--- config.mk ---
export PLATFORM = sky130hd
export DESIGN_NAME = poro_lane_array
export DESIGN_NICKNAME = d
export VERILOG_FILES = /design/src/rtl/poro_pkg.sv /design/src/rtl/poro_lane.sv /design/src/rtl/poro_lane_array.sv
export SDC_FILE = /design/constraint.sdc
export NUM_CORES = 1
export LEC_CHECK = 0
export ABC_AREA = 0
export CAP_MARGIN = 30
export CORE_MARGIN = 2
export CORE_UTILIZATION = 56
export CTS_BUF_LIST = sky130_fd_sc_hd__clkbuf_4
export CTS_CLUSTER_SIZE = 24
export DETAILED_ROUTE_END_ITERATION = 7
export HOLD_SLACK_MARGIN = 0.02
export PLACE_DENSITY = 0.83
export SLEW_MARGIN = 20
export SYNTH_ARGS = -nofsm -noshare
export SYNTH_HDL_FRONTEND = slang
export SYNTH_HIERARCHICAL = 1
export SYNTH_SLANG_ARGS = --single-unit
--- constraint.sdc ---
create_clock -name clk -period 5.2 [get_ports clk]
set_input_delay 1.56 -clock clk [delete_from_list [all_inputs] [get_ports clk]]
set_output_delay 1.56 -clock clk [all_outputs]
set_load 0.005 [all_outputs]
--- src/rtl/poro_pkg.sv ---
// poro_pkg: shared types and constants for the poro lane tracker.
//   lane_state_e : per-lane state (IDLE / WALK / PULLED)
//   DEF_*        : default geometry, speed and spawn-timing constants
//   popcount8    : number of set bits in an 8-bit vector (lane count <= 8)
package poro_pkg;

  typedef enum logic [1:0] {
    LANE_IDLE   = 2'd0,
    LANE_WALK   = 2'd1,
    LANE_PULLED = 2'd2
  } lane_state_e;

  localparam int MAX_LANES     = 8;
  localparam int DEF_X_W       = 9;
  localparam int DEF_X_SPAWN   = 319;
  localparam int DEF_X_LIMIT   = 43;
  localparam int DEF_WALK_V    = 1;
  localparam int DEF_GRAB_V    = 4;
  localparam int DEF_SPAWN_GAP = 64;

  function automatic logic [3:0] popcount8(input logic [7:0] v);
    logic [3:0] c;
    c = '0;
    for (int i = 0; i < MAX_LANES; i++) begin
      c = c + {3'b000, v[i]};
    end
    return c;
  endfunction

endpackage

--- src/rtl/poro_lane.sv ---
// poro_lane: one poro lane -- state register, x register, crossing detect.
// Ports:
//   clk, reset       : clock, asynchronous active-high reset
//   clear_i          : force lane to IDLE at X_SPAWN (hold / game over)
//   frame_i          : frame tick, moves a WALK/PULLED lane
//   spawn_i          : this lane is chosen to spawn (only acts when IDLE)
//   grab_i           : an accepted grab targets this lane
//   x_o              : current x position
//   state_o          : current lane state (debug / status)
//   cross_walk_o     : combinational, lane crosses the kill line while walking
//   cross_pulled_o   : combinational, lane crosses the kill line while pulled
//   grab_hit_o       : combinational, the grab takes effect this cycle
module poro_lane import poro_pkg::*; #(
  parameter int X_W     = DEF_X_W,
  parameter int X_SPAWN = DEF_X_SPAWN,
  parameter int X_LIMIT = DEF_X_LIMIT,
  parameter int WALK_V  = DEF_WALK_V,
  parameter int GRAB_V  = DEF_GRAB_V
) (
  input  logic           clk,
  input  logic           reset,
  input  logic           clear_i,
  input  logic           frame_i,
  input  logic           spawn_i,
  input  logic           grab_i,
  output logic [X_W-1:0] x_o,
  output lane_state_e    state_o,
  output logic           cross_walk_o,
  output logic           cross_pulled_o,
  output logic           grab_hit_o
);

  localparam logic [X_W-1:0] SPAWN_X  = X_W'(X_SPAWN);
  localparam logic [X_W-1:0] V_WALK   = X_W'(WALK_V);
  localparam logic [X_W-1:0] V_GRAB   = X_W'(GRAB_V);
  // One extra bit so X_LIMIT + v can never wrap.
  localparam logic [X_W:0]   LIM_WALK = (X_W+1)'(X_LIMIT + WALK_V);
  localparam logic [X_W:0]   LIM_GRAB = (X_W+1)'(X_LIMIT + GRAB_V);

  lane_state_e    state_q, state_d;
  logic [X_W-1:0] x_q, x_d;
  logic [X_W-1:0] vel;
  logic [X_W:0]   lim;
  logic           moving;
  logic           crossing;

  always_comb begin
    vel      = (state_q == LANE_PULLED) ? V_GRAB : V_WALK;
    lim      = (state_q == LANE_PULLED) ? LIM_GRAB : LIM_WALK;
    moving   = frame_i && (state_q != LANE_IDLE);
    // Compare against limit + v before subtracting: no underflow possible.
    crossing = moving && ({1'b0, x_q} < lim);

    state_d        = state_q;
    x_d            = x_q;
    cross_walk_o   = 1'b0;
    cross_pulled_o = 1'b0;
    grab_hit_o     = 1'b0;

    if (clear_i) begin
      state_d = LANE_IDLE;
      x_d     = SPAWN_X;
    end else begin
      if (crossing) begin
        state_d        = LANE_IDLE;
        x_d            = SPAWN_X;
        cross_walk_o   = (state_q == LANE_WALK);
        cross_pulled_o = (state_q == LANE_PULLED);
      end else if (moving) begin
        x_d = x_q - vel;
      end
      // An IDLE lane never moves, so a spawn frame leaves x at X_SPAWN.
      if ((state_q == LANE_IDLE) && spawn_i) begin
        state_d = LANE_WALK;
        x_d     = SPAWN_X;
      end
      // A grab only lands on a lane still walking after this frame's update;
      // a crossing on the same frame wins.
      if ((state_q == LANE_WALK) && !crossing && grab_i) begin
        state_d    = LANE_PULLED;
        grab_hit_o = 1'b1;
      end
    end
  end

  always_ff @(posedge clk or posedge reset) begin
    if (reset) begin
      state_q <= LANE_IDLE;
      x_q     <= SPAWN_X;
    end else begin
      state_q <= state_d;
      x_q     <= x_d;
    end
  end

  assign x_o     = x_q;
  assign state_o = state_q;

endmodule

--- src/rtl/poro_lane_array.sv ---
// poro_lane_array: NUM_PORO independent poro lanes plus spawn timing,
// grab decode and score/lives HUD accounting.
// Ports:
//   clk, reset   : clock, asynchronous active-high reset
//   frame        : one-cycle pulse per video frame
//   hold         : level, parks every lane at X_SPAWN and clears spawn timer
//   grab_valid   : grab request, grab_idx selects the lane
//   grab_ready   : combinational, grabs accepted (!hold && !game_over)
//   grab_hit     : registered pulse, an accepted grab hit a walking lane
//   x_out        : lane i x at [i*X_W +: X_W]
//   active       : lane is WALK or PULLED
//   pulled       : lane is PULLED
//   score        : saturating catch count
//   lives        : remaining lives, saturating at 0
//   score_pulse  : one-cycle pulse after a frame with any catch
//   miss_pulse   : one-cycle pulse after a frame with any miss
//   game_over    : latched when lives reach 0, cleared only by reset
//
// Grab handshake: a grab is taken on any cycle where grab_valid && grab_ready;
// there is no back-pressure beyond grab_ready, and an accepted grab whose
// target lane is not walking (or out of range) is silently dropped.
module poro_lane_array import poro_pkg::*; #(
  parameter int  NUM_PORO  = 4,
  parameter int  X_W       = DEF_X_W,
  parameter int  X_SPAWN   = DEF_X_SPAWN,
  parameter int  X_LIMIT   = DEF_X_LIMIT,
  parameter int  WALK_V    = DEF_WALK_V,
  parameter int  GRAB_V    = DEF_GRAB_V,
  parameter int  SPAWN_GAP = DEF_SPAWN_GAP,
  parameter int  SCORE_W   = 8,
  parameter int  LIVES     = 3,
  localparam int LIVES_W   = $clog2(LIVES + 1),
  localparam int IDX_W     = (NUM_PORO > 1) ? $clog2(NUM_PORO) : 1
) (
  input  logic                    clk,
  input  logic                    reset,
  input  logic                    frame,
  input  logic                    hold,
  input  logic                    grab_valid,
  input  logic [IDX_W-1:0]        grab_idx,
  output logic                    grab_ready,
  output logic                    grab_hit,
  output logic [NUM_PORO*X_W-1:0] x_out,
  output logic [NUM_PORO-1:0]     active,
  output logic [NUM_PORO-1:0]     pulled,
  output logic [SCORE_W-1:0]      score,
  output logic [LIVES_W-1:0]      lives,
  output logic                    score_pulse,
  output logic                    miss_pulse,
  output logic                    game_over
);

  localparam int CNT_W  = (SPAWN_GAP > 1) ? $clog2(SPAWN_GAP) : 1;
  localparam int SSUM_W = SCORE_W + 4;
  localparam int LSUM_W = LIVES_W + 4;
  localparam logic [CNT_W-1:0]  CNT_LAST  = CNT_W'(SPAWN_GAP - 1);
  localparam logic [SSUM_W-1:0] SCORE_MAX = SSUM_W'({SCORE_W{1'b1}});

  logic [CNT_W-1:0]    spawn_cnt_q, spawn_cnt_d;
  logic                spawn_fire;
  logic                clear_lanes;
  logic                grab_accept;
  logic [NUM_PORO-1:0] idle_vec, spawn_vec, grab_vec;
  logic [NUM_PORO-1:0] cross_walk, cross_pulled, lane_hit;
  lane_state_e         lane_state [NUM_PORO];

  logic [SCORE_W-1:0]  score_q, score_d;
  logic [LIVES_W-1:0]  lives_q, lives_d;
  logic                game_over_q, game_over_d;
  logic                grab_hit_q, score_pulse_q, miss_pulse_q;
  logic [3:0]          n_catch, n_miss;
  logic [SSUM_W-1:0]   score_sum;

  assign clear_lanes = hold | game_over_q;
  assign grab_ready  = !hold && !game_over_q;
  assign grab_accept = grab_valid && grab_ready;

  // Spawn timer: wraps on every SPAWN_GAP-th frame whether or not a lane
  // was free to take the spawn.
  always_comb begin
    spawn_cnt_d = spawn_cnt_q;
    spawn_fire  = 1'b0;
    if (clear_lanes) begin
      spawn_cnt_d = '0;
    end else if (frame) begin
      if (spawn_cnt_q == CNT_LAST) begin
        spawn_cnt_d = '0;
        spawn_fire  = 1'b1;
      end else begin
        spawn_cnt_d = spawn_cnt_q + 1'b1;
      end
    end
  end

  // Lowest set bit of the idle vector picks the spawning lane.
  assign spawn_vec = spawn_fire ? (idle_vec & (~idle_vec + NUM_PORO'(1))) : '0;

  for (genvar i = 0; i < NUM_PORO; i++) begin : g_lane
    // Out-of-range indices match no lane and are dropped here.
    assign grab_vec[i] = grab_accept && (grab_idx == IDX_W'(i));

    poro_lane #(
      .X_W     (X_W),
      .X_SPAWN (X_SPAWN),
      .X_LIMIT (X_LIMIT),
      .WALK_V  (WALK_V),
      .GRAB_V  (GRAB_V)
    ) u_lane (
      .clk            (clk),
      .reset          (reset),
      .clear_i        (clear_lanes),
      .frame_i        (frame),
      .spawn_i        (spawn_vec[i]),
      .grab_i         (grab_vec[i]),
      .x_o            (x_out[i*X_W +: X_W]),
      .state_o        (lane_state[i]),
      .cross_walk_o   (cross_walk[i]),
      .cross_pulled_o (cross_pulled[i]),
      .grab_hit_o     (lane_hit[i])
    );

    assign idle_vec[i] = (lane_state[i] == LANE_IDLE);
    assign active[i]   = (lane_state[i] != LANE_IDLE);
    assign pulled[i]   = (lane_state[i] == LANE_PULLED);
  end

  always_comb begin
    n_catch   = popcount8(8'(cross_pulled));
    n_miss    = popcount8(8'(cross_walk));
    score_sum = SSUM_W'(score_q) + SSUM_W'(n_catch);
    score_d   = (score_sum > SCORE_MAX) ? '1 : score_sum[SCORE_W-1:0];
    if (LSUM_W'(n_miss) >= LSUM_W'(lives_q)) begin
      lives_d = '0;
    end else begin
      lives_d = lives_q - LIVES_W'(n_miss);
    end
    game_over_d = game_over_q | (lives_d == '0);
  end

  always_ff @(posedge clk or posedge reset) begin
    if (reset) begin
      spawn_cnt_q   <= '0;
      score_q       <= '0;
      lives_q       <= LIVES_W'(LIVES);
      game_over_q   <= 1'b0;
      grab_hit_q    <= 1'b0;
      score_pulse_q <= 1'b0;
      miss_pulse_q  <= 1'b0;
    end else begin
      spawn_cnt_q   <= spawn_cnt_d;
      score_q       <= score_d;
      lives_q       <= lives_d;
      game_over_q   <= game_over_d;
      grab_hit_q    <= |lane_hit;
      score_pulse_q <= |cross_pulled;
      miss_pulse_q  <= |cross_walk;
    end
  end

  assign score       = score_q;
  assign lives       = lives_q;
  assign game_over   = game_over_q;
  assign grab_hit    = grab_hit_q;
  assign score_pulse = score_pulse_q;
  assign miss_pulse  = miss_pulse_q;

endmodule

==> results.md, run 1 <==
Die:
- In this run the core area contains 31 standard-cell rows.
- The area enclosed by the die boundary is 0.00815 mm².
- 66 I/O pins were placed.
- From bottom edge to top edge, the die measures 90.3 µm.
- The effective utilization at floorplan is 57.8%.
- From left edge to right edge, the die measures 90.3 µm.
- The placeable core region is 0.00721 mm².

Route:
- The sum of routed wire length over all layers is 9370 µm.
- Dividing the detail-routed wire length by the instance count gives 15.3 µm.
- After detailed routing, the number of remaining DRC violations is 0.
- Detailed routing placed a total of 408 µm of wire on met3.
- The detailed router placed 3604 vias in this run.
- The DRC violation total after the first TritonRoute iteration is 194.
- The routed metal-1 wire length is 4280 µm.
- In this run the top signal layer used is met4.
- The first detailed-routing pass took 4 iterations.
- In the routed layout, each cell is associated on average with a via count of 5.87.
- The routed design uses 4500 µm of met2 wire.
- The post-route antenna net violation count is 0.

Global routing:
- The number of antenna violations at the first check in global routing is 0.
- The leftover overflow at the end of global routing is 0.
- Global routing used 24.1% of the available tracks.
- The via count of the first global-routing pass is 3474.
- The first global-routing pass estimated 16100 µm of wire.
- Entering global routing, the biggest net connects 21 pins.

Run status:
- The run finished with clean final reports.

Timing:
- Across the routed clock network, the largest skew measured is 9.68 ps.
- For the pin with the worst max-slew slack, the measured transition is 822 ps.
- The worst slew margin relative to its limit is 44.8%.
- The final hold slack is 521 ps.
- The final total negative setup slack is 0 ps.
- The number of hold violations in the final report is 0.
- Setup repair after global routing left no endpoint under its margin.
- The peak clock frequency supported by timing is 213 MHz.
- After layout, the worst path uses 90.4% of the clock period.
- The minimum period implied by the final worst setup slack is 4700 ps.
- The max-slew violation count was 0.
- The number of failing setup endpoints in the final timing report is 0.

Critical path:
- The worst-path maximum fanout is 5.
- By startpoint and endpoint, the worst setup path is classified as in -> reg.
- The reg-to-reg setup timing slack is 1150 ps.
- The worst path arrival time is 4970 ps.
- The worst setup path is launched from an input port.
- STA classifies the critical path endpoint as a flip-flop.
- The required time at the endpoint of the critical path is 5460 ps.

Synthesis:
- The number of instances in the synthesized netlist is 434.
- In this run the cell area of the synthesized design comes to 0.00417 mm².
- Synthesis inferred 64 register bits.
- The number of nets produced by synthesis is 473.
- For this run, the leading register cell type out of synthesis is sky130_fd_sc_hd__dfrtp_1.
- The async set or reset register ratio after synthesis is 100%.
- Counting flops with a built-in enable in the synthesized netlist gives 0.
- Sequential cells were found to cover 39.3% of the synthesized design area.
- Yosys printed 6 warnings.
- The number of distinct library cells after synthesis is 50.
- The post-synthesis area per instance is 9.60 µm².

CTS:
- The clock latency reported for the late side of the worst-skew pair is 400 ps.
- The post-CTS setup-driven buffer insertion count is 0.
- Clock tree synthesis inserted a total of 9 buffers.
- The tree is rooted in a sky130_fd_sc_hd__clkbuf_4.
- Buffers inserted to repair hold after CTS numbered 0.
- The deepest clock path buffer count is 2.
- TritonCTS built the clock tree.
- The count of clock tree sinks is 64.
- The number of gates resized after CTS was 0.
- The clock-pin slew on the worst setup and hold paths is 100 ps.
- The H-tree generated during clock tree synthesis spans 3 levels.

Cells and area:
- The finished cells cover 0.00505 mm².
- The repair_antennas step left the layout with diodes totalling 0.
- Of the cells placed in the final design, the portion with a size suffix greater than 1 is 18.4%.
- The area added between synthesis and finish is 21.3%.
- Once layout is complete, the utilization of the core stands at 70.0%.
- For this run, the post-layout net count is 549.

Run:
- The tool flagged a number of max-cap violations equal to 0.

Placed design:
- Once placement finished, the instance area stood at 0.00495 mm².
- The quantity of I/O buffers inserted on ports is 65.
- Routability-driven placement finished with a final weighted congestion of 0.846.
- Summed over all nets, the half-perimeter wirelength after detailed placement is 7070 µm.

Power and ir drop:
- The total power consumption of the routed design is 935 µW.
- The peak supply drop is 0.127 mV.
- The leakage dissipation is 0.00220 µW.
- The power density of the placed cells is 185 mW/mm².

Min path:
- The type of the most critical hold path is reg -> reg.
stage by stage:
stage / cells / setup WS [ps]
6_report: 614 / 497
5_1_grt: 614 / 182
4_1_cts: 614 / 537
3_5_place_dp: 598 / 105
3_3_place_gp: 598 / 212
2_1_floorplan: 434 / 854
routing by layer:
metal / vias up / global-route usage [%]
li1: 1760 / -
met1: 1743 / 32.3
met2: 85 / 39.1
met3: 16 / 3.67
met4: 0 / 10.1
met5: - / 0
final timing paths:
| kind | from | end | cells past startpoint |
|---|---|---|---|
| max | frame | lives[0] | 10 |
| min | game_over | game_over | 2 |
| max reg2reg | g_lane[3].u_lane/state_o[0] | lives[0] | 11 |
| min reg2reg | game_over | game_over | 2 |
| max in group asynchronous | reset | score[5] | 2 |
| min in group asynchronous | reset | g_lane[1].u_lane/state_o[0] | 2 |
cell usage in the layout, fill, tap and decap left out, types with 14 or more instances in the layout:
cell type / n
sky130_fd_sc_hd__o21ai_0: 19
sky130_fd_sc_hd__nor3_1: 25
sky130_fd_sc_hd__a21oi_1: 22
sky130_fd_sc_hd__clkdlybuf4s50_1: 65
sky130_fd_sc_hd__nor2_1: 19
sky130_fd_sc_hd__or4_1: 14
sky130_fd_sc_hd__nor2b_1: 15
sky130_fd_sc_hd__dfstp_2: 30
sky130_fd_sc_hd__o31ai_1: 16
sky130_fd_sc_hd__or3_2: 16
sky130_fd_sc_hd__ha_1: 28
sky130_fd_sc_hd__dfrtp_1: 34
sky130_fd_sc_hd__nand3_1: 21
sky130_fd_sc_hd__nand2b_1: 14
sky130_fd_sc_hd__nand2_1: 24
sky130_fd_sc_hd__inv_1: 33
power by group:
group | switching, µW | leakage [µW] | total (µW) | internal [µW]
Combinational | 67.6 | 0.00134 | 122 | 54.2
Clock | 178 | 0.0000678 | 282 | 105
Sequential | 12.9 | 0.000790 | 531 | 518
flip-flops by register name, indices dropped and copies added (netlist names):
name                   count
lives                      2
score                      8
spawn_cnt_q                6
grab_hit                   1
miss_pulse                 1
game_over                  1
g_lane.u_lane/state_o      8
score_pulse                1
g_lane.u_lane/x_o         36
Yosys cell counts (5+ instances only):
cell / number / area share (%)
sky130_fd_sc_hd__a21oi_1: 22 / 2.6
sky130_fd_sc_hd__ha_1: 28 / 8.4
sky130_fd_sc_hd__nor3_1: 25 / 3.0
sky130_fd_sc_hd__o21ai_0: 19 / 2.3
sky130_fd_sc_hd__or4_1: 14 / 2.5
sky130_fd_sc_hd__or3_2: 16 / 2.9
sky130_fd_sc_hd__nor2_1: 19 / 1.7
sky130_fd_sc_hd__nand3_1: 21 / 2.5
sky130_fd_sc_hd__nand2_1: 24 / 2.2
sky130_fd_sc_hd__o31ai_1: 16 / 2.9
sky130_fd_sc_hd__xor2_1: 8 / 1.7
sky130_fd_sc_hd__o211ai_1: 7 / 1.3
sky130_fd_sc_hd__nand3b_1: 5 / 0.90
sky130_fd_sc_hd__nor4bb_1: 5 / 1.2
sky130_fd_sc_hd__dfrtp_1: 34 / 20
sky130_fd_sc_hd__nor2b_1: 15 / 2.3
sky130_fd_sc_hd__inv_1: 33 / 3.0
sky130_fd_sc_hd__nand2b_1: 14 / 2.1
sky130_fd_sc_hd__o21a_1: 9 / 1.6
sky130_fd_sc_hd__dfstp_2: 30 / 19
logic make-up (layout without fill, tap and decap cells):
group / count (synthesis) / in the layout / synth area share (%)
buffers and inverters: 40 / 121 / 4.32
XOR/XNOR: 9 / 9 / 1.89
multiplexers: 4 / 4 / 1.05
adder cells (fa/ha/maj): 32 / 32 / 10.3
AO/OA/AOI/OAI: 96 / 96 / 15.3
AND/OR/NAND/NOR: 189 / 189 / 27.7
flip-flops: 64 / 64 / 39.3
worst max-delay path, stage by stage:
cell,delay (ps)
sky130_fd_sc_hd__clkdlybuf4s50_1,620
sky130_fd_sc_hd__o21a_1,240
sky130_fd_sc_hd__nand2_1,120
sky130_fd_sc_hd__nor2_1,240
sky130_fd_sc_hd__nor4bb_1,470
sky130_fd_sc_hd__fa_1,500
sky130_fd_sc_hd__ha_1,200
sky130_fd_sc_hd__ha_1,280
sky130_fd_sc_hd__ha_1,320
sky130_fd_sc_hd__a2111oi_0,420
final cells by class:
type	instances	area (µm²)
flip-flops and latches	64	1640
well taps	99	124
multi-input cells	330	2350
clock inverters	5	23.8
clock buffers	11	82.6
repair buffers	71	696
fillers	589	2160
inverters	34	140
Power figures use the tool's default switching activity.
==> inputs of run 2 (changes only) <==
--- a/config.mk
+++ b/config.mk
@@ -14,6 +14,7 @@
 export DETAILED_ROUTE_END_ITERATION = 7
 export HOLD_SLACK_MARGIN = 0.02
 export PLACE_DENSITY = 0.83
+export SETUP_SLACK_MARGIN = 0.4
 export SLEW_MARGIN = 20
 export SYNTH_ARGS = -nofsm -noshare
 export SYNTH_HDL_FRONTEND = slang
==> results.md, run 2 (same netlist as run 1, synthesis figures left out) <==
Run status:
- The run finished with clean final reports.

Cells and area:
- The final-layout fill cell count is 591.
- The proportion of layout cells with a drive suffix above 1 is 19.2%.
- Leaving out fill and tap cells, the most frequent cells in the layout are sky130_fd_sc_hd__clkdlybuf4s50_1, sky130_fd_sc_hd__dfrtp_1, sky130_fd_sc_hd__inv_1, sky130_fd_sc_hd__dfstp_2, sky130_fd_sc_hd__ha_1.
- Relative to the synthesized area, the layout overhead comes to 22.1%.
- Cells fill 70.5% of the core in the end.
- The library cell used most frequently in the layout, excluding fill and tap cells, is sky130_fd_sc_hd__clkdlybuf4s50_1.
- In the final layout, the multi-input gates occupy 0.00238 mm².
- Summing all non-filler instances in the final layout gives an area of 0.00509 mm².
- 0 antenna diodes ended up in the layout.
- The flip-flop count of the largest register, all copies and words added is 36.
- The sequential cell area is 0.00164 mm².
- At the end of the flow, the number of nets in the layout was 549.

Timing:
- In this run the tightest slew margin relative to its limit is 46.3%.
- The setup slack of the critical path after layout is 640 ps.
- The post-route clock period utilization is 87.7%.
- The peak clock frequency supported by timing is 219 MHz.
- After layout, the minimum clock period comes to 4560 ps.
- The number of hold violations in the final report was 0.
- Between clock sinks in the finished design, the worst skew comes to 8.50 ps.
- The tightest hold path in the finished design has a slack of 522 ps.
- Setup repair after global routing left no endpoint under its margin.
- The actual transition at the worst max-transition pin is 799 ps.
- The max-slew violation count is 0.
- The final total negative setup slack is 0 ps.
- Setup violations remaining at the end of the flow were counted as 0.

Placed design:
- At the placement stage, the worst setup path has a slack of 105 ps.
- Detailed placement ended at an HPWL of 7070 µm.
- The weighted congestion at the end of routability-driven global placement is 0.846.
- The cell area after placement is 0.00495 mm².
- The quantity of I/O buffers inserted on ports is 65.

Global routing:
- The number of antenna violations at the first check in global routing came to 0.
- Global routing consumed, on the met1 layer, 32.3% of the routing resources.
- met2 is the most crowded layer.
- The met2 demand-to-capacity share in global routing is 39.1%.
- The via count of the first global-routing pass is 3474.
- The global-route track usage on met3 is 3.67%.
- The first-pass GRT wire length is 16100 µm.
- The maximum number of pins on one net before global-route repair is 21.
- In the global route stage, overall resource usage came out at 24.1%.
- The leftover overflow at the end of global routing is 0.

CTS:
- The clock reaches the later pin of the worst-skew pair after 400 ps.
- The clock-pin slew on the worst setup and hold paths is 100 ps.
- The deepest clock path buffer count is 2.
- The tree is rooted in a sky130_fd_sc_hd__clkbuf_4.
- The count of H-tree levels built during CTS is 3.
- The count of clock tree sinks is 64.
- TritonCTS created 9 clock buffers.
- After clock tree synthesis, the flow added hold-fix buffers numbering 0.
- In this run the post-CTS setup repair buffer count came out at 0.
- The TritonCTS clock tree is built.

Power and ir drop:
- The leakage dissipation is 0.00220 µW.
- IR analysis of the VDD net gives a maximum drop of 0.120 mV.
- In this run the power density over the cells is 184 mW/mm².

Die:
- The core region is 0.00721 mm².
- The die is 90.3 µm wide.
- The area enclosed by the die boundary is 0.00815 mm².
- Pin placement for this block handled 66 I/O pins.
- In this run the vertical extent of the chip is 90.3 µm.
- In this run the core area contains 31 standard-cell rows.
- For this configuration, the core starts out at a cell density of 57.8%.

Critical path:
- The critical path capture point is grab_ready.
- The depth of the most critical reg-to-reg path is 14.
- The reg-to-reg setup timing slack is 1280 ps.
- The classification of the worst setup path is in -> out.
- The total number of cells along the worst setup path is 4.
- The worst register-to-register path ends at lives[1].
- STA puts the critical path data required time at 3640 ps.
- The launch point of the critical path is hold.
- Walking the worst path, the cells encountered are clkdlybuf4s50_1 > or2_1 > clkinv_8 > clkdlybuf4s50_1.
- The kind of end point of the critical path is an output port.
- The cell with the most instances on the worst path is sky130_fd_sc_hd__clkdlybuf4s50_1.
- The cell type of the slowest stage on the worst timing path is sky130_fd_sc_hd__clkdlybuf4s50_1.
- The combined buffer and inverter count along the critical path is 3.
- The element type at the critical path start is an input port.
- In this run the worst path has a maximum fanout of 6.
- Grouping stages by cell kind, the critical path spends the most delay in buffers and inverters.
- The delay of the slowest cell on the worst path is 460 ps.
- Data on the critical path arrives at its endpoint at 3000 ps.
- In this run the critical register-to-register path is launched from g_lane[0].u_lane/state_o[0].

Route:
- The post-route antenna net violation count is 0.
- After detailed routing, the average wire length per cell comes to 15.4 µm.
- Dividing the detail-routed via count by the number of cells gives 5.92.
- For this run, design rule violations remaining after detail routing come to 0.
- The routed layout has 3637 vias.
- The first-pass iteration count of the detailed router is 4.
- The sum of routed wire length over all layers is 9450 µm.
- After the first detailed-routing iteration, the DRC count stood at 192.

Min path:
- The type of the most critical hold path is reg -> reg.

Run:
- The max-cap violation count is 0.
[run 2: how the worst min path moves through the flow]
stage,startpoint,end,slack (ps),cells past startpoint
after floorplan,game_over,game_over,480,2
after global placement,g_lane[3].u_lane/x_o[8],g_lane[3].u_lane/x_o[8],500,2
final,g_lane[2].u_lane/x_o[8],g_lane[2].u_lane/x_o[8],520,2
after CTS,g_lane[2].u_lane/x_o[8],g_lane[2].u_lane/x_o[8],530,2
after detailed placement,game_over,game_over,490,2
after global routing,g_lane[1].u_lane/x_o[8],g_lane[1].u_lane/x_o[8],550,2
[run 2: timing repair]
action,CTS,global route
resized for setup,0,6
endpoints found under the hold margin,0,0
setup endpoints to repair,0,2
[run 2: worst min-delay path: stages, from the launching register on]
cell and delay (ps):
sky130_fd_sc_hd__dfstp_2 400, sky130_fd_sc_hd__o31ai_1 60, sky130_fd_sc_hd__nand3_1 70
[run 2: area by class of cell]
cell class | instances | area share, %
multi-input cells | 330 | 46.8
flip-flops and latches | 64 | 32.2
repair buffers | 71 | 13.7
inverters | 34 | 2.75
well taps | 99 | 2.43
clock buffers | 11 | 1.62
clock inverters | 5 | 0.467
[run 2: per-stage QoR]
stage | cells | power [µW]
floorplan | 434 | 611
global placement | 598 | 656
detailed placement | 598 | 662
CTS | 614 | 945
global route | 614 | 985
finish | 614 | 936
[run 2: per-layer routing]
metal  share of wire (%)  vias up
li1                    -     1755
met5                   0        -
met1                  45     1776
met4                 1.6        0
met3                 4.6       10
met2                  49       96
[run 2: power breakdown]
| part | internal [µW] | switching (µW) | leakage, µW |
|---|---|---|---|
| Combinational | 54.2 | 68.3 | 0.00135 |
| Clock | 105 | 177 | 0.0000678 |
| Sequential | 518 | 12.8 | 0.000790 |
| Total | 677 | 259 | 0.00220 |
==> inputs of run 3 (changes only) <==
--- a/config.mk
+++ b/config.mk
@@ -6,7 +6,7 @@
 export NUM_CORES = 1
 export LEC_CHECK = 0
 export ABC_AREA = 0
-export CAP_MARGIN = 30
+export CAP_MARGIN = 20
 export CORE_MARGIN = 2
 export CORE_UTILIZATION = 56
 export CTS_BUF_LIST = sky130_fd_sc_hd__clkbuf_4
@@ -18,5 +18,4 @@
 export SLEW_MARGIN = 20
 export SYNTH_ARGS = -nofsm -noshare
 export SYNTH_HDL_FRONTEND = slang
-export SYNTH_HIERARCHICAL = 1
 export SYNTH_SLANG_ARGS = --single-unit
==> results.md, run 3 <==
Global routing:
- The via count of the first global-routing pass is 3347.
- The first global-routing pass estimated 16200 µm of wire.
- The maximum number of pins on one net before global-route repair is 46.
- The leftover overflow at the end of global routing is 0.
- Global routing used 24.8% of the available tracks across all layers.
- The number of antenna violations at the first check in global routing came to 0.

Cells and area:
- The proportion of layout cells with a drive suffix above 1 is 15.4%.
- The final design instance area without fill is 0.00505 mm².
- The register with the most flip-flops in the layout has 36 of them.
- The final-layout fill cell count is 571.
- The final layout contains 533 nets.
- 0 antenna diodes ended up in the layout.
- The top cell types in the final layout, fill and taps aside, are sky130_fd_sc_hd__clkdlybuf4s50_1, sky130_fd_sc_hd__nor2_1, sky130_fd_sc_hd__dfrtp_1, sky130_fd_sc_hd__dfstp_2.
- Compared with the post-synthesis result, the final layout area differs by 22.4%.
- The most common library cell in the layout ignoring fill and taps is sky130_fd_sc_hd__clkdlybuf4s50_1.

Power and ir drop:
- The sequential power share is 52.1%.
- The switching share of total power is 25.9%.
- The peak supply drop is 0.137 mV.
- The power density of the placed cells is 209 mW/mm².
- For this design the total switching power over the nets is 274 µW.
- The total internal power is 782 µW.
- The share of total power dissipated in the clock network is 36.4%.
- The leakage dissipation is 0.00231 µW.
- Combinational logic is responsible for 11.5% of the overall power.

CTS:
- The TritonCTS clock tree is built.
- The clock tree synthesis step divided the H-tree into 3 levels.
- The TritonCTS buffer count is 9.
- The count of clock tree sinks is 64.
- Clock-pin slew was measured on the worst setup and hold paths at 110 ps.
- The deepest clock path buffer count is 2.
- The tree is rooted in a sky130_fd_sc_hd__clkbuf_4.
- The clock reaches the later pin of the worst-skew pair after 420 ps.

Timing:
- The number of hold violations in the final report is 0.
- Based on the critical path, the design can be clocked at up to 215 MHz.
- Setup repair after global routing could not meet its margin everywhere.
- The worst path in the final design needs a cycle of 4650 ps, including I/O delays and setup.
- The number of failing setup endpoints in the final timing report is 0.
- The largest clock skew in the final design is 10.4 ps.
- The post-route clock period utilization is 89.5%.
- The max-slew violation count was 0.
- At the pin with the least slew margin, the transition time is 935 ps.
- The final total negative setup slack is 0 ps.
- In this run the tightest slew margin relative to its limit is 37.6%.

Run:
- The tool flagged a number of max-cap violations equal to 0.

Die:
- The overall die width is 89.8 µm.
- The overall die height is 89.8 µm.
- Pin placement for this block handled 66 I/O pins.
- The initial utilization of the core area, before any placement, comes to 57.5%.
- The floorplan has 31 rows.
- The placeable core region is 0.00718 mm².
- The area enclosed by the die boundary is 0.00807 mm².

Synthesis:
- The post-synthesis instance area is 0.00413 mm².
- By count the netlist is led by sky130_fd_sc_hd__nor2_1, sky130_fd_sc_hd__dfrtp_1, sky130_fd_sc_hd__dfstp_2.
- During synthesis, Yosys emitted a total of 0 warnings.
- The number of distinct library cells after synthesis is 68.
- The async set or reset register ratio after synthesis is 100%.
- The proportion of synthesized chip area in sequential cells is 39.7%.
- By instance count, the leading cell after synthesis is sky130_fd_sc_hd__nor2_1.
- Yosys attributes the largest share of cell area to sky130_fd_sc_hd__dfrtp_1, sky130_fd_sc_hd__dfstp_2, sky130_fd_sc_hd__ha_1.
- The area share of the leading cell type in the synthesized netlist is 20.6%.
- Synthesis produced a netlist with a net count of 460.
- The number of instances in the synthesized netlist is 421.
- The post-synthesis area per instance is 9.80 µm².
- For this run, the leading register cell type out of synthesis is sky130_fd_sc_hd__dfrtp_1.
- In this run, synthesis produced a sequential element count of 64.
- Counting flops with a built-in enable in the synthesized netlist gives 0.
- The biggest area contributor in the post-synthesis netlist is sky130_fd_sc_hd__dfrtp_1.

Run status:
- The flow ran to the end, and the final reports show no timing, DRC or antenna violations.

Placed design:
- The quantity of I/O buffers inserted on ports is 65.
- The cell area after placement is 0.00488 mm².
- Detailed placement ended at an HPWL of 7140 µm.
- Routability-driven placement finished with a final weighted congestion of 0.857.

Route:
- The first TritonRoute pass finished after 4 iterations.
- The post-route antenna net violation count is 0.
- The mean routed wirelength per cell is 16.0 µm.
- The DRC violation total after the first TritonRoute iteration is 157.
- The via density per instance is 5.80.
- The sum of routed wire length over all layers is 9560 µm.
- The vias after detailed routing is 3469.
- The detailed-route DRC error count is 0.

Critical path:
- The required time at the endpoint of the critical path is 3640 ps.
- The kind of end point of the critical path is an output port.
- The classification of the worst setup path is in -> out.
- In this run the worst path has a maximum fanout of 19.
- STA puts the critical path data arrival time at 3090 ps.
- The element type at the critical path start is an input port.

Min path:
- The worst hold path belongs to the class reg -> reg.
## run 3: cell types whose count changed after synthesis, moves of 12 or more
cell	delta
sky130_fd_sc_hd__or3_2	-16
sky130_fd_sc_hd__or4_1	-13
sky130_fd_sc_hd__nor2_1	+18
sky130_fd_sc_hd__nor3_1	-14
sky130_fd_sc_hd__xnor2_1	+12
## run 3: cell families after synthesis
| kind of cell | count (synthesis) | synth area share, % |
|---|---|---|
| AOI/OAI and AO/OA | 80 | 15.4 |
| xor gates and xnor gates | 22 | 4.67 |
| adders and majority gates | 32 | 10.4 |
| buffers and inverters | 41 | 4.61 |
| DFF | 64 | 39.7 |
| muxes | 1 | 0.243 |
| and+or+nand+nor | 181 | 24.9 |
## run 3: what timing repair did
action,CTS,global route
gates resized for setup,0,2
hold buffers,0,0
endpoints found under the setup margin,0,9
buffers inserted,0,0
## run 3: power by group through the flow
| stage | clock network (µW) | registers (µW) | logic, µW |
|---|---|---|---|
| final | 385 | 550 | 121 |
| after global routing | 412 | 556 | 133 |
| after CTS | 393 | 550 | 122 |
| after detailed placement | 0 | 559 | 122 |
| after global placement | 0 | 557 | 118 |
| after floorplan | 0 | 553 | 69.4 |
## run 3: path summary, 6_finish.rpt
check / slack (ps) / start / endpoint / cells after the start
setup reg to reg: 1030 / g_lane[3].u_lane.state_o[0] / game_over / 13
hold / removal: 490 / g_lane[1].u_lane.x_o[8] / g_lane[1].u_lane.x_o[8] / 2
hold reg to reg: 490 / g_lane[1].u_lane.x_o[8] / g_lane[1].u_lane.x_o[8] / 2
max in group asynchronous: 2640 / reset / g_lane[0].u_lane.x_o[5] / 3
min in group asynchronous: 1650 / reset / score[6] / 2
setup / recovery: 550 / hold / grab_ready / 4
## run 3: layer usage
| layer | up-vias | global-route usage, % | wire (µm) |
|---|---|---|---|
| met2 | 101 | 41.5 | 4780 |
| met5 | - | 0 | 0 |
| met1 | 1692 | 31.4 | 4160 |
| met3 | 21 | 3.60 | 385 |
| li1 | 1655 | - | - |
| met4 | 0 | 12.4 | 229 |
## run 3: stage by stage
step / std cells / setup slack [ps] / utilization [%] / hold WS (ps) / power, µW
after floorplan: 421 / 490 / - / 467 / 622
after global placement: 582 / 151 / 68.1 / 470 / 676
after detailed placement: 582 / 6.64 / 68.1 / 473 / 680
after CTS: 598 / 461 / 70.3 / 489 / 1070
after global routing: 598 / 365 / 70.4 / 505 / 1100
final: 598 / 545 / 70.4 / 488 / 1060
## run 3: cell type report
class                           instances  area, µm²  area share, %
Sequential cell                        64       1640           32.4
Clock buffer                           10       75.1           1.49
Multi-Input combinational cell        316       2300           45.6
Tap cell                               99        124           2.45
Timing Repair Buffer                   73        711           14.1
Clock inverter                          6       83.8           1.66
Inverter                               30        115           2.28
## run 3: worst max-delay path: stages
cell and delay (ps):
sky130_fd_sc_hd__clkdlybuf4s50_1 400, sky130_fd_sc_hd__or2_1 280, sky130_fd_sc_hd__inv_2 270, sky130_fd_sc_hd__clkdlybuf4s50_1 580
==> RTL edit 1, RTL diff (flow settings as in run 3) <==
Change the parameter `SCORE_W` from 8 to 12.
--- a/src/rtl/poro_lane_array.sv
+++ b/src/rtl/poro_lane_array.sv
@@ -27,7 +27,7 @@
   parameter int  WALK_V    = DEF_WALK_V,
   parameter int  GRAB_V    = DEF_GRAB_V,
   parameter int  SPAWN_GAP = DEF_SPAWN_GAP,
-  parameter int  SCORE_W   = 8,
+  parameter int  SCORE_W   = 12,
   parameter int  LIVES     = 3,
   localparam int LIVES_W   = $clog2(LIVES + 1),
   localparam int IDX_W     = (NUM_PORO > 1) ? $clog2(NUM_PORO) : 1
Interface: changed (resized score); port bits go from 66 to 70. The function was not compared with the original's and may differ.
==> RTL edit 1 against run 3 <==
- worst setup slack is essentially flat
- count of clock-buffer cells in the layout is 1 lower
- power down 7.1%
- wire length is 2.1% lower
- via count increased by 3.0%
- die area is 0.27% higher
- sequential cell count rose by 4
- final area is 0.67% higher
- area after synthesis grew 0.27%
- sequential share of layout area grew 1.8 points
- critical path depth up 1
- highest routed layer unchanged
==> RTL edit 1: results (changes against run 3) <==
placed_design:
  io_buffers: 69  # +6.2%
  routabilityCongestion: 0.885  # +3.2%
  dp_hpwl_mm: 7.06  # -1.2%
  dpl_cell_area_um2: 4970  # +1.8%
  dp_slack_ps: 88.0  # +81.3 ps
pwr:
  power_leakage_uw: 0.00229  # -0.83%
  vdd_ir_drop_max_mv: 0.0983  # -28%
sta:
  hold_ws_ps: 486  # -2.18 ps
  tightest_slew_ps: 919  # -16.0 ps
  clock_skew_ps: 15.2  # +4.77 ps
yosys:
  synthDistinctLibCells: 64  # -5.9%
  synth_area_leaders: "dfrtp_1, dfstp_2, ha_1"
  syn_nets: 479  # +4.1%
  yosysWarnings: 0  # unchanged
  netlist_top_cells_count: "dfrtp_1, nor2_1, nand2_1"
  yosysSeqAreaShare: 0.420  # +0.0231
outcome:
  status: "completed"
clock_tree:
  cts_max_path_buffers: 2  # unchanged
critical_path:
  critical_path.max_fanout: 12  # -7
  worstReg2RegStart: "g_lane[0].u_lane.state_o[0]"
  cp_slowest_stage_delay_ps: 520  # -60 ps
  r2r_cells: 14  # +1
  crit_slowest_cell: "clkdlybuf4s50_1"
  r2r_setup_slack_ps: 820  # -210 ps
drt:
  via_per_inst: 5.75  # -0.95%
  drt_iter0_markers: 220  # +40%
  wire_per_inst_um: 15.0  # -5.9%
cells_and_area:
  n_fill_cell: 554  # -3.0%
  num-nets-final: 557  # +4.5%
  drive_gt1_frac: 0.138  # -0.0166
hold_path:
  min-delay-start: "g_lane[3].u_lane.x_o[8]"
  min_to: "g_lane[3].u_lane.x_o[8]"
global_route:
  grtUsageTotal: 0.240  # -0.00769
  grt_pass1_wl_mm: 15.9  # -2.1%
  grt_pass1_vias: 3399  # +1.6%
## RTL edit 1: cell families (layout without fill, tap and decap cells)
group,Yosys count,in the layout,synth area share
muxes,2,2,0.00514
xor gates and xnor gates,22,22,0.0466
adders and majority gates,32,32,0.104
and+or+nand+nor,187,187,0.237
DFF,68,68,0.420
AOI/OAI and AO/OA,86,86,0.147
buffers and inverters,43,126,0.0402
## RTL edit 1: worst max-delay path by stage
stage	from	end	slack [ps]	depth (start not counted)
floorplan	hold	score[0]	440	13
global placement	frame	game_over	220	12
detailed placement	frame	score[5]	90	12
CTS	hold	grab_ready	550	5
global route	frame	score[5]	430	12
finish	hold	grab_ready	550	5
## RTL edit 1: layer usage
metal  vias up  global-route usage  wire, µm
li1       1734                   -         -
met4         0              0.0846       246
met2        86               0.387      4570
met1      1734               0.309      4090
met5         -                   0         0
met3        20              0.0721       455
## RTL edit 1: layout make-up
| class | instances | area (µm²) | area share |
|---|---|---|---|
| sequential | 68 | 1740 | 0.342 |
| tap | 99 | 124 | 0.0244 |
| multi-input combinational | 329 | 2230 | 0.439 |
| clock inverter | 7 | 43.8 | 0.00861 |
| inverter | 32 | 120 | 0.0236 |
| clock buffer | 9 | 67.6 | 0.0133 |
| timing repair buffer | 78 | 758 | 0.149 |
## RTL edit 1: worst register-to-register path: stages (launching register included)
cell and delay, ps:
dfrtp_1 460, nand2b_1 250, ha_1 310, nor2b_1 140
o211a_1 200, o21ai_0 420, nand4_1 230, fa_1 570
inv_1 60, fa_1 460, fa_1 460, nand4_1 220
nor2_1 100, nand3_1 280, nand2_1 110
## RTL edit 1: per-stage QoR
step | total power [µW] | std cells
floorplan | 643 | 440
global placement | 693 | 606
detailed placement | 696 | 606
CTS | 989 | 622
global route | 1030 | 622
finish | 981 | 622
## RTL edit 1: power breakdown
part           internal, µW  total, µW  switching [µW]  leakage [µW]
Clock                  94.1        295             201     0.0000514
Sequential              553        574            21.4      0.000835
Combinational          55.0        112            56.8       0.00141
==> RTL edit 2, RTL diff (config.mk and constraints of run 3) <==
Without the edit above. Put a register stage on the output `pulled`, cleared by the reset. The value now appears one clock later. The other outputs are not delayed to match. Comments in the files are not updated.
--- a/src/rtl/poro_lane_array.sv
+++ b/src/rtl/poro_lane_array.sv
@@ -55,6 +55,8 @@
   localparam int LSUM_W = LIVES_W + 4;
   localparam logic [CNT_W-1:0]  CNT_LAST  = CNT_W'(SPAWN_GAP - 1);
   localparam logic [SSUM_W-1:0] SCORE_MAX = SSUM_W'({SCORE_W{1'b1}});
+
+  logic [NUM_PORO-1:0] pulled_d;
 
   logic [CNT_W-1:0]    spawn_cnt_q, spawn_cnt_d;
   logic                spawn_fire;
@@ -121,7 +123,7 @@
 
     assign idle_vec[i] = (lane_state[i] == LANE_IDLE);
     assign active[i]   = (lane_state[i] != LANE_IDLE);
-    assign pulled[i]   = (lane_state[i] == LANE_PULLED);
+    assign pulled_d[i]   = (lane_state[i] == LANE_PULLED);
   end
 
   always_comb begin
@@ -164,5 +166,13 @@
   assign score_pulse = score_pulse_q;
   assign miss_pulse  = miss_pulse_q;
 
+  always_ff @(posedge clk or posedge reset) begin
+    if (reset) begin
+      pulled <= '0;
+    end else begin
+      pulled <= pulled_d;
+    end
+  end
+
 endmodule
 
Check against the original RTL: same outputs for any inputs over 10 cycles, from zero or initial values and one cycle with reset high; that may be too few to reach the edited logic, so the function may still have changed.
==> RTL edit 2 against run 3 <==
- hold slack improved by 15 ps
- register-to-register slack worse by 110 ps
- non-clock buffer count fell by 2
- largest power group unchanged
- via count shrank 4.0%
- area after synthesis up 0.70%
- highest routed layer unchanged
- synthesized cell count rose by 0.24%
- final area is 0.32% lower
- worst setup slack got worse by 48 ps
- core utilization fell by 0.60 points
- maximum frequency shrank 1.0%
- wire length is 4.8% lower
- power is 5.0% lower
- critical endpoint unchanged
- sequential cell count up 4
==> RTL edit 2: results (changes against run 3) <==
outcome:
  status: "completed"
clock_tree:
  cts_resized: 0  # unchanged
  clock_latency_ps: 430
  post-cts-setup-buffers: 0  # unchanged
  cts_max_path_buffers: 2  # unchanged
  cts_max_level: 3  # unchanged
  cts_buffers: 9  # unchanged
yosys:
  netlist_top_cells_count: "nor2_1, dfrtp_1, inv_1"
  synth_area_leaders: "dfrtp_1, dfstp_2, ha_1"
  yosysWarnings: 0  # unchanged
  postSynthCellCount: 422  # +0.24%
  async_flop_share: 1.00  # unchanged
  synth-main-ff-cell: "dfrtp_1"
  synthDistinctLibCells: 62  # -8.8%
  syn_nets: 461  # +0.22%
  yosysSeqAreaShare: 0.419  # +0.0213
cells_and_area:
  largest_reg_flops: 36  # unchanged
  n_fill_cell: 570  # -0.18%
  drive_gt1_frac: 0.138  # -0.0160
  utilization: 0.698  # -0.00604
  n_antenna_cell: 0  # unchanged
  fin_cells: 598  # unchanged
  num-nets-final: 533  # unchanged
placed_design:
  dp_slack_ps: 89.3  # +82.6 ps
  dpl_cell_area_um2: 4920  # +0.67%
  io_buffers: 65  # unchanged
  routabilityCongestion: 0.867  # +1.1%
  dp_hpwl_mm: 6.89  # -3.5%
drt:
  wire_per_inst_um: 15.2  # -4.8%
  ant_nets: 0  # unchanged
  drt_iter0_markers: 163  # +3.8%
  via_per_inst: 5.57  # -4.0%
  drt_pass1_iterations: 4  # unchanged
critical_path:
  worstReg2RegStart: "g_lane[3].u_lane.state_o[0]"
  endpoint: "grab_ready"
  r2r-end: "game_over"
  cp_slowest_stage_delay_ps: 520  # -60 ps
  crit_slowest_cell: "clkdlybuf4s50_1"
  arrival_ps: 3140  # +50 ps
  r2r_cells: 14  # +1
  critical_path.max_fanout: 12  # -7
  r2r_setup_slack_ps: 920  # -110 ps
hold_path:
  hp-class: "register to register"
pwr:
  power_leakage_uw: 0.00236  # +1.9%
  cellPowerDensity_nw_per_um2: 199  # -4.7%
  p_int_uw: 723  # -7.6%
  pwr-share-clk: 0.310  # -0.054
  vdd_ir_drop_max_mv: 0.131  # -4.7%
  pwr.group.combinational_uw: 120
sta:
  tightest_slew_ps: 1000  # +68.0 ps
  setup_ws_ps: 497  # -48.5 ps
  clock_skew_ps: 16.1  # +5.68 ps
global_route:
  antenna_found_initial: 0  # unchanged
  grtUsageTotal: 0.236  # -0.0112
  grt_pass1_wl_mm: 15.5  # -4.3%
  grt_pass1_vias: 3323  # -0.72%
  grt_max_degree: 41  # -11%
==> RTL edit 2: cell count changes after synthesis, sizes merged, moves of 5 or more <==
cell / run 3 / this run
nor2b: 14 / 7
nand4: 4 / 9
xor2: 9 / 15
nor2: 38 / 44
a21oi: 14 / 19
nand3: 20 / 14
or3: 8 / 3
==> RTL edit 2: cells by family after synthesis <==
family	count (synthesis)	synth area share
and+or+nand+nor	175	0.233
DFF	68	0.419
AOI/OAI and AO/OA	76	0.142
buffers and inverters	43	0.0434
muxes	2	0.00482
xor gates and xnor gates	26	0.0548
adders and majority gates	32	0.104
==> RTL edit 2: routing by layer <==
layer | routed length (µm) | GRT usage | vias up
li1 | - | - | 1629
met1 | 4050 | 0.302 | 1601
met2 | 4450 | 0.388 | 81
met3 | 386 | 0.0486 | 19
met4 | 222 | 0.108 | 0
met5 | 0 | 0 | -
==> RTL edit 2: cell type report <==
class,instances,area share
Tap cell,99,0.0246
Clock inverter,4,0.00522
Multi-Input combinational cell,311,0.444
Timing Repair Buffer,71,0.138
Inverter,33,0.0246
Sequential cell,68,0.345
Clock buffer,12,0.0179
==> RTL edit 2: worst min-delay path by stage <==
stage,startpoint,cells past startpoint,endpoint,slack (ps)
CTS,g_lane[0].u_lane.x_o[8],2,g_lane[0].u_lane.x_o[8],500
floorplan,g_lane[0].u_lane.x_o[8],2,g_lane[0].u_lane.x_o[8],470
global route,g_lane[0].u_lane.x_o[8],2,g_lane[0].u_lane.x_o[8],510
finish,g_lane[0].u_lane.x_o[8],2,g_lane[0].u_lane.x_o[8],500
global placement,g_lane[0].u_lane.x_o[8],2,g_lane[0].u_lane.x_o[8],470
detailed placement,g_lane[0].u_lane.x_o[8],2,g_lane[0].u_lane.x_o[8],490
